==> src/rtl/npu_result_tx.sv <==
// rtl/npu_result_tx.sv - NPU result buffer and framed valid/ready burst transmitter
// Optional feature macro: NPU_RESULT_TX_CHECKSUM_EN (appends a wrap-around sum word to each burst)
module npu_result_tx #(
  parameter int DATA_WIDTH = 16,
  parameter int DEPTH      = 16,
  parameter int AW         = $clog2(DEPTH)
) (
  input  logic                  clk,
  input  logic                  rst_n,
  input  logic                  wr_en_i,
  input  logic [AW-1:0]         wr_addr_i,
  input  logic [DATA_WIDTH-1:0] wr_data_i,
  input  logic                  done_i,
  input  logic [AW:0]           len_i,
  output logic                  result_is_OK_o,
  output logic                  valid_o,
  input  logic                  ready_i,
  output logic [DATA_WIDTH-1:0] data_out_o,
  output logic                  sop_o,
  output logic                  eop_o
);

  typedef enum logic [1:0] {S_IDLE, S_HOLD, S_SEND} state_e;

  state_e                state_q, state_d;
  logic [DATA_WIDTH-1:0] mem_q [DEPTH];
  logic [AW:0]           len_q, len_d;
  logic [AW:0]           rd_ptr_q, rd_ptr_d;
  logic [AW:0]           last_idx;
  logic                  valid_q, valid_d;
  logic                  sop_q, sop_d;
  logic                  eop_q, eop_d;
  logic                  ok_q, ok_d;
  logic                  xfer;
  logic                  accept_done;
  logic [DATA_WIDTH-1:0] word_sel;

  // A zero-length completion is dropped so the block never enters HOLD with nothing to send.
  assign accept_done = (state_q == S_IDLE) && done_i && (len_i != '0);
  assign xfer        = valid_q & ready_i;

`ifdef NPU_RESULT_TX_CHECKSUM_EN
  logic [DATA_WIDTH-1:0] sum_q;

  // The checksum beat sits at index len, one past the last data word.
  assign last_idx = len_q;
  assign word_sel = (rd_ptr_q == len_q) ? sum_q : mem_q[rd_ptr_q[AW-1:0]];

  // Running sum of data words actually handed downstream; restarts with every new burst.
  always_ff @(posedge clk or negedge rst_n) begin
    if (!rst_n) begin
      sum_q <= '0;
    end else if (accept_done) begin
      sum_q <= '0;
    end else if (xfer && (rd_ptr_q != len_q)) begin
      sum_q <= sum_q + word_sel;
    end
  end
`else
  assign last_idx = len_q - (AW+1)'(1);
  assign word_sel = mem_q[rd_ptr_q[AW-1:0]];
`endif

  // Data is forced to zero outside a valid beat so reset and idle present a clean bus.
  assign data_out_o = valid_q ? word_sel : '0;

  // Result buffer: only writable while idle so an in-flight burst is never disturbed.
  always_ff @(posedge clk) begin
    if ((state_q == S_IDLE) && wr_en_i) begin
      mem_q[wr_addr_i] <= wr_data_i;
    end
  end

  // Control and output registers.
  always_ff @(posedge clk or negedge rst_n) begin
    if (!rst_n) begin
      state_q  <= S_IDLE;
      len_q    <= '0;
      rd_ptr_q <= '0;
      valid_q  <= 1'b0;
      sop_q    <= 1'b0;
      eop_q    <= 1'b0;
      ok_q     <= 1'b0;
    end else begin
      state_q  <= state_d;
      len_q    <= len_d;
      rd_ptr_q <= rd_ptr_d;
      valid_q  <= valid_d;
      sop_q    <= sop_d;
      eop_q    <= eop_d;
      ok_q     <= ok_d;
    end
  end

  // Next-state logic: latch the clamped length, wait for the first ready, then walk the buffer.
  always_comb begin
    state_d  = state_q;
    len_d    = len_q;
    rd_ptr_d = rd_ptr_q;
    case (state_q)
      S_IDLE: begin
        if (accept_done) begin
          state_d  = S_HOLD;
          len_d    = (len_i > (AW+1)'(DEPTH)) ? (AW+1)'(DEPTH) : len_i;
          rd_ptr_d = '0;
        end
      end
      S_HOLD: begin
        if (ready_i) begin
          state_d = S_SEND;
        end
      end
      S_SEND: begin
        if (xfer) begin
          if (rd_ptr_q == last_idx) begin
            state_d  = S_IDLE;
            rd_ptr_d = '0;
          end else begin
            rd_ptr_d = rd_ptr_q + (AW+1)'(1);
          end
        end
      end
      default: state_d = S_IDLE;
    endcase
  end

  // Output decode from the upcoming state so every framing output comes straight from a flop.
  always_comb begin
    ok_d    = (state_d != S_IDLE);
    valid_d = (state_d == S_SEND);
    sop_d   = valid_d && (rd_ptr_d == '0);
    eop_d   = valid_d && (rd_ptr_d == last_idx);
  end

  assign result_is_OK_o = ok_q;
  assign valid_o        = valid_q;
  assign sop_o          = sop_q;
  assign eop_o          = eop_q;

endmodule

==> config.mk <==
export PLATFORM = sky130hd
export DESIGN_NAME = npu_result_tx
export DESIGN_NICKNAME = d
export VERILOG_FILES = /design/src/rtl/npu_result_tx.sv
export SDC_FILE = /design/constraint.sdc
export NUM_CORES = 1
export LEC_CHECK = 0
export CORE_ASPECT_RATIO = 0.75
export CORE_MARGIN = 2
export CORE_UTILIZATION = 45
export CTS_CLUSTER_SIZE = 20
export DETAILED_ROUTE_END_ITERATION = 7
export PLACE_DENSITY_LB_ADDON = 0.25
export REMOVE_ABC_BUFFERS = 1
export SLEW_MARGIN = 0
export SYNTH_ARGS = -nofsm -noshare
export SYNTH_HDL_FRONTEND = slang
export SYNTH_SLANG_ARGS = --single-unit
==> constraint.sdc <==
create_clock -name clk -period 3.8 [get_ports clk]
set_input_delay 0.76 -clock clk [delete_from_list [all_inputs] [get_ports clk]]
set_output_delay 0.76 -clock clk [all_outputs]
set_load 0.03 [all_outputs]
Word-level counts from Yosys, hierarchy flattened
Memories as Yosys holds them, arrays and structs flattened. Cells that the tools add are included.

Register bits: 16. Bits in writable memories: 256. Output and inout bits: 20. Logic and storage cells: 40. Memories: 1.

$add $sub $neg: 2. Order comparisons: 1. Eq/ne operators: 5. Muxes and demuxes: 13. Bitwise gates (word level): 1. Reduce and logical (&&, ||, !) cells: 10.

Memory list: mem_q (words 16, width 16, read ports 1, clocked after memory_dff 0, write ports 1, line 26) `logic [DATA_WIDTH-1:0] mem_q [DEPTH];`.

Operators with widths (count): $mux W5 (4); $mux W16 (1); $eq A5 B5 Y1 (2); $pmux W5 S2 (1); $mux W2 (4); $pmux W2 S3 (1); $add A5 B1 Y5 const B (1); $gt A5 B5 Y1 const B (1); $logic_and A1 B1 Y1 (5); $logic_not A5 Y1 (1); $reduce_bool A5 Y1 (1); $sub A5 B1 Y5 const B (1); $eq A2 B2 Y1 const B (2); $eq A2 B1 Y1 const B (1); $logic_not A2 Y1 (1); $mux W1 (2); $reduce_and A2 Y1 (1); $reduce_bool A2 Y1 (1); $and A1 B1 Y1 (1).

Logic depth before layout (Yosys ltp)
Depth in word-level cells: 7. Depth in mapped cells: 9. Gate-level depth less buffers: 8.

Worst setup path before layout
Ideal clock, no wire load.

Path kind: register -> output. From: register rd_ptr_q[0]. To: output data_out_o[13]. Arrival time: 2.310 ns. Data required time: 3.040 ns. Path slack: 0.730 ns. Cell stages (with the launch flop): 6. Buffers on the path: 2. Cells stage by stage: dfrtp_1 -> buf_2 -> buf_1 -> mux4_2 -> mux4_2 -> and2_1.

Longest elaborated chain between the ends: 2.

Ends and longest elaborated chain: start, declared (line 28) `logic [AW:0] rd_ptr_q, rd_ptr_d;`; start signal, assigned (line 87) `rd_ptr_q <= rd_ptr_d;`; $mem_v2 Z16 W16; $mux W16 (line 65) `assign data_out_o = valid_q ? word_sel : '0;`; end, declared (line 18) `output logic [DATA_WIDTH-1:0] data_out_o,`.

No other way between the ends.

Final worst setup path
From: register rd_ptr_q[0]. To: output data_out_o[15].

Same word-level chain as after synthesis.

==> results.py <==
metrics = {
    "final_layout": {
        "regArea_mm2": 0.008093,
        "nNetsFinal": 645,
        "drive_gt1_share_pct": 28.48,
        "fillers": 1834,
        "fin_cells": 963,
        "n_antenna_cell": 0,
        "final_util_pct": 54.05,
        "area_growth_pct": 17.68,
        "multi_input_area_mm2": 0.002850,
    },
    "setup_path": {
        "required_ns": 3.04,
        "worst-setup-path-type": "reg2out",
        "rr_startpoint": "rd_ptr_q[3]$_DFF_PN0_",
        "cp-start-kind": "register",
        "cp-end-kind": "output port",
        "r2r_slack_ns": 0.60,
        "r2r-end": "eop_o$_DFF_PN0_",
        "cp.arrival_ns": 2.84,
        "worstRegToRegCells": 7,
        "crit_fanout": 15,
    },
    "synth": {
        "synth_ff_type": "edfxtp_1",
        "synth_cell_types": 54,
        "synth_area_leaders": "edfxtp_1 (70%), mux4_2 (16%), dfrtp_1 (3.6%)",
        "ys_ff_latch": 272,
        "yosys_warnings": 0,
        "yosys.area.top_type": "edfxtp_1",
        "synth_cells": 527,
        "synthArstFlopShare_pct": 5.882,
        "yosysSeqAreaShare_pct": 73.46,
        "synth_top_area_share_pct": 69.83,
        "synth_edf_count": 256,
        "synth_area_mm2": 0.01101,
        "post_synth.cell_area_avg_um2": 20.89,
    },
    "global_routing": {
        "grt_max_degree": 24,
        "antenna_found_initial": 1,
        "grt_pass1_vias": 5713,
        "overflow": 0,
        "grt_pass1_wl_mm": 35.78,
        "grt_util_all_layers_pct": 19.06,
    },
    "outcome": {
        "outcome": "finished clean",
    },
    "clocking": {
        "cts_hold_buffers": 0,
        "numCtsBuffers": 27,
        "clock_path_buffers": 3,
        "path_clk_slew_ns": 0.06,
        "clkLatencyLatePin_ns": 0.53,
        "cts_root_buffer": "clkbuf_16",
        "cts_tree": "done",
        "clock_sinks": 272,
        "htreeDepth": 1,
    },
    "sta": {
        "hold_viol_final": 0,
        "period_share_pct": 94.76,
        "max_freq_ghz": 0.2777,
        "drv_slew": 0,
        "rsz0062_at_grt": "no",
        "period_needed_ns": 3.601,
        "worst_pin_slew_ns": 1.231,
        "timing.hold.ws_ns": 0.5448,
        "relSlewSlack_pct": 17.95,
        "skew_ns": 0.007189,
        "setup_viol_count_final": 0,
    },
    "job": {
        "maxCapViolations": 0,
    },
    "route": {
        "first_pass_iters": 5,
        "wl_per_cell_um": 24.57,
        "vias": 5456,
        "first_iter_violations": 455,
        "vias_per_cell": 5.666,
        "drc": 0,
        "ant_nets": 0,
        "wirelength_mm": 23.66,
    },
    "die": {
        "num_rows": 49,
        "die_h_um": 139.5,
        "pin_count": 50,
        "dieWidth_um": 184.6,
        "dieArea_mm2": 0.02575,
        "start_util_pct": 45.93,
        "coreArea_mm2": 0.02397,
    },
    "power": {
        "finalPower_w": 0.007949,
        "ir_drop_v": 0.0003181,
        "cellLeakagePower_nw": 4.124,
        "powerDensity_mw_per_mm2": 613.6,
    },
    "placement": {
        "post-place-cells": 913,
        "dp.final_hpwl_mm": 14.17,
        "gp_congestion": 0.8181,
        "portBuffers": 49,
    },
    "min_path": {
        "hold_end": "state_q[0]$_DFF_PN0_",
        "hold_start": "state_q[1]$_DFF_PN0_",
        "hold_depth": 1,
        "hp-class": "reg2reg",
    },
}
==> cell families (layout without fill, tap and decap cells) <==
| group | after synthesis | count (layout) | share of synthesized area, % |
|---|---|---|---|
| AO/OA/AOI/OAI | 31 | 31 | 2.080 |
| XOR/XNOR | 17 | 17 | 1.614 |
| adder cells (fa/ha/maj) | 2 | 2 | 0.2273 |
| buffers and inverters | 30 | 135 | 1.102 |
| flip-flops | 272 | 272 | 73.46 |
| multiplexers | 83 | 83 | 16.67 |
| AND/OR/NAND/NOR | 92 | 92 | 4.841 |
==> sequential cells by signal, indices dropped and copies added (netlist names) <==
name	flops
rd_ptr_q	5
result_is_OK_o	1
len_q	5
eop_o	1
sop_o	1
valid_o	1
state_q	2
mem_q	256
==> Yosys cell counts (all sizes together), types with 2 or more instances <==
| cell | instances |
|---|---|
| edfxtp | 256 |
| mux4 | 80 |
| nor2 | 26 |
| and2 | 17 |
| dfrtp | 16 |
| buf | 13 |
| clkbuf | 11 |
| o21ai | 10 |
| xnor2 | 10 |
| nand2 | 9 |
| nor3 | 9 |
| nand2b | 7 |
| inv | 6 |
| xor2 | 6 |
| a31oi | 3 |
| and4 | 3 |
| mux2 | 3 |
| o31ai | 3 |
| or4 | 3 |
| a21oi | 2 |
| ha | 2 |
| nand3 | 2 |
| nand3b | 2 |
| nand4 | 2 |
| nor3b | 2 |
| or2 | 2 |
| or2b | 2 |
==> what timing repair did <==
item                                    CTS  global route
endpoints found under the setup margin   16             1
gates resized for setup                  15             1
buffers inserted                          2             0
==> per-stage QoR <==
step / setup TNS, ns / instance area [um2] / setup slack (ns)
2_1_floorplan: -18.38 / 10910 / -1.062
3_3_place_gp: 0 / 12160 / 0.3844
3_5_place_dp: 0 / 12160 / 0.3897
4_1_cts: 0 / 12950 / 0.01721
5_1_grt: 0 / 12960 / 0.1111
6_report: 0 / 12960 / 0.1991
==> critical path, stage by stage, from the launching register on <==
cell and delay (ns):
dfrtp_4 0.53, buf_12 0.20, mux4_2 0.53, mux4_2 0.53, and2_1 0.18, dlygate4sd2_1 0.35
==> power breakdown <==
part	switching [W]	internal, W	total (W)
Combinational	0.000988	0.00101	0.00200
Clock	0.00107	0.00137	0.00244
Sequential	0.000120	0.00339	0.00351
Total	0.00218	0.00577	0.00795
==> worst max path at each step <==
| stage | from | to | slack, ns |
|---|---|---|---|
| global placement | rd_ptr_q[0]$_DFF_PN0_ | data_out_o[10] | 0.38 |
| global route | rd_ptr_q[0]$_DFF_PN0_ | data_out_o[15] | 0.11 |
| detailed placement | rd_ptr_q[0]$_DFF_PN0_ | data_out_o[15] | 0.39 |
| floorplan | rd_ptr_q[0]$_DFF_PN0_ | data_out_o[0] | -1.06 |
| finish | rd_ptr_q[0]$_DFF_PN0_ | data_out_o[15] | 0.20 |
| CTS | rd_ptr_q[0]$_DFF_PN0_ | data_out_o[0] | 0.02 |
==> layer usage <==
metal / track usage, % / part of all wire (%)
met1: 27.76 / 45
met2: 30.31 / 48
met3: 4.083 / 6.5
met4: 3.551 / 1.3
met5: 0 / 0.046
==> cell usage in the layout (no fill, tap or decap), drive strengths merged, types with 2 or more instances in the layout <==
cell / n
dfrtp: 16
o21ai: 10
ha: 2
xnor2: 10
nand2: 9
nand4: 2
clkbuf: 34
edfxtp: 256
mux2: 3
nand3: 2
clkdlybuf4s50: 33
inv: 6
or2: 2
a21oi: 2
nor3: 9
and2: 17
dlygate4sd2: 15
or2b: 2
a31oi: 3
or4: 3
nand2b: 7
and4: 3
clkinvlp: 2
clkinv: 11
xor2: 6
o31ai: 3
nor3b: 2
mux4: 80
buf: 32
nor2: 26
nand3b: 2
==> cell type report <==
cell class	count	share of cell area, %
tap	331	3.197
multi-input combinational	225	22.00
clock buffer	34	5.418
timing repair buffer	81	5.997
sequential	272	62.46
clock inverter	14	0.7533
inverter	6	0.1738
(Power assumes the default switching activity.)
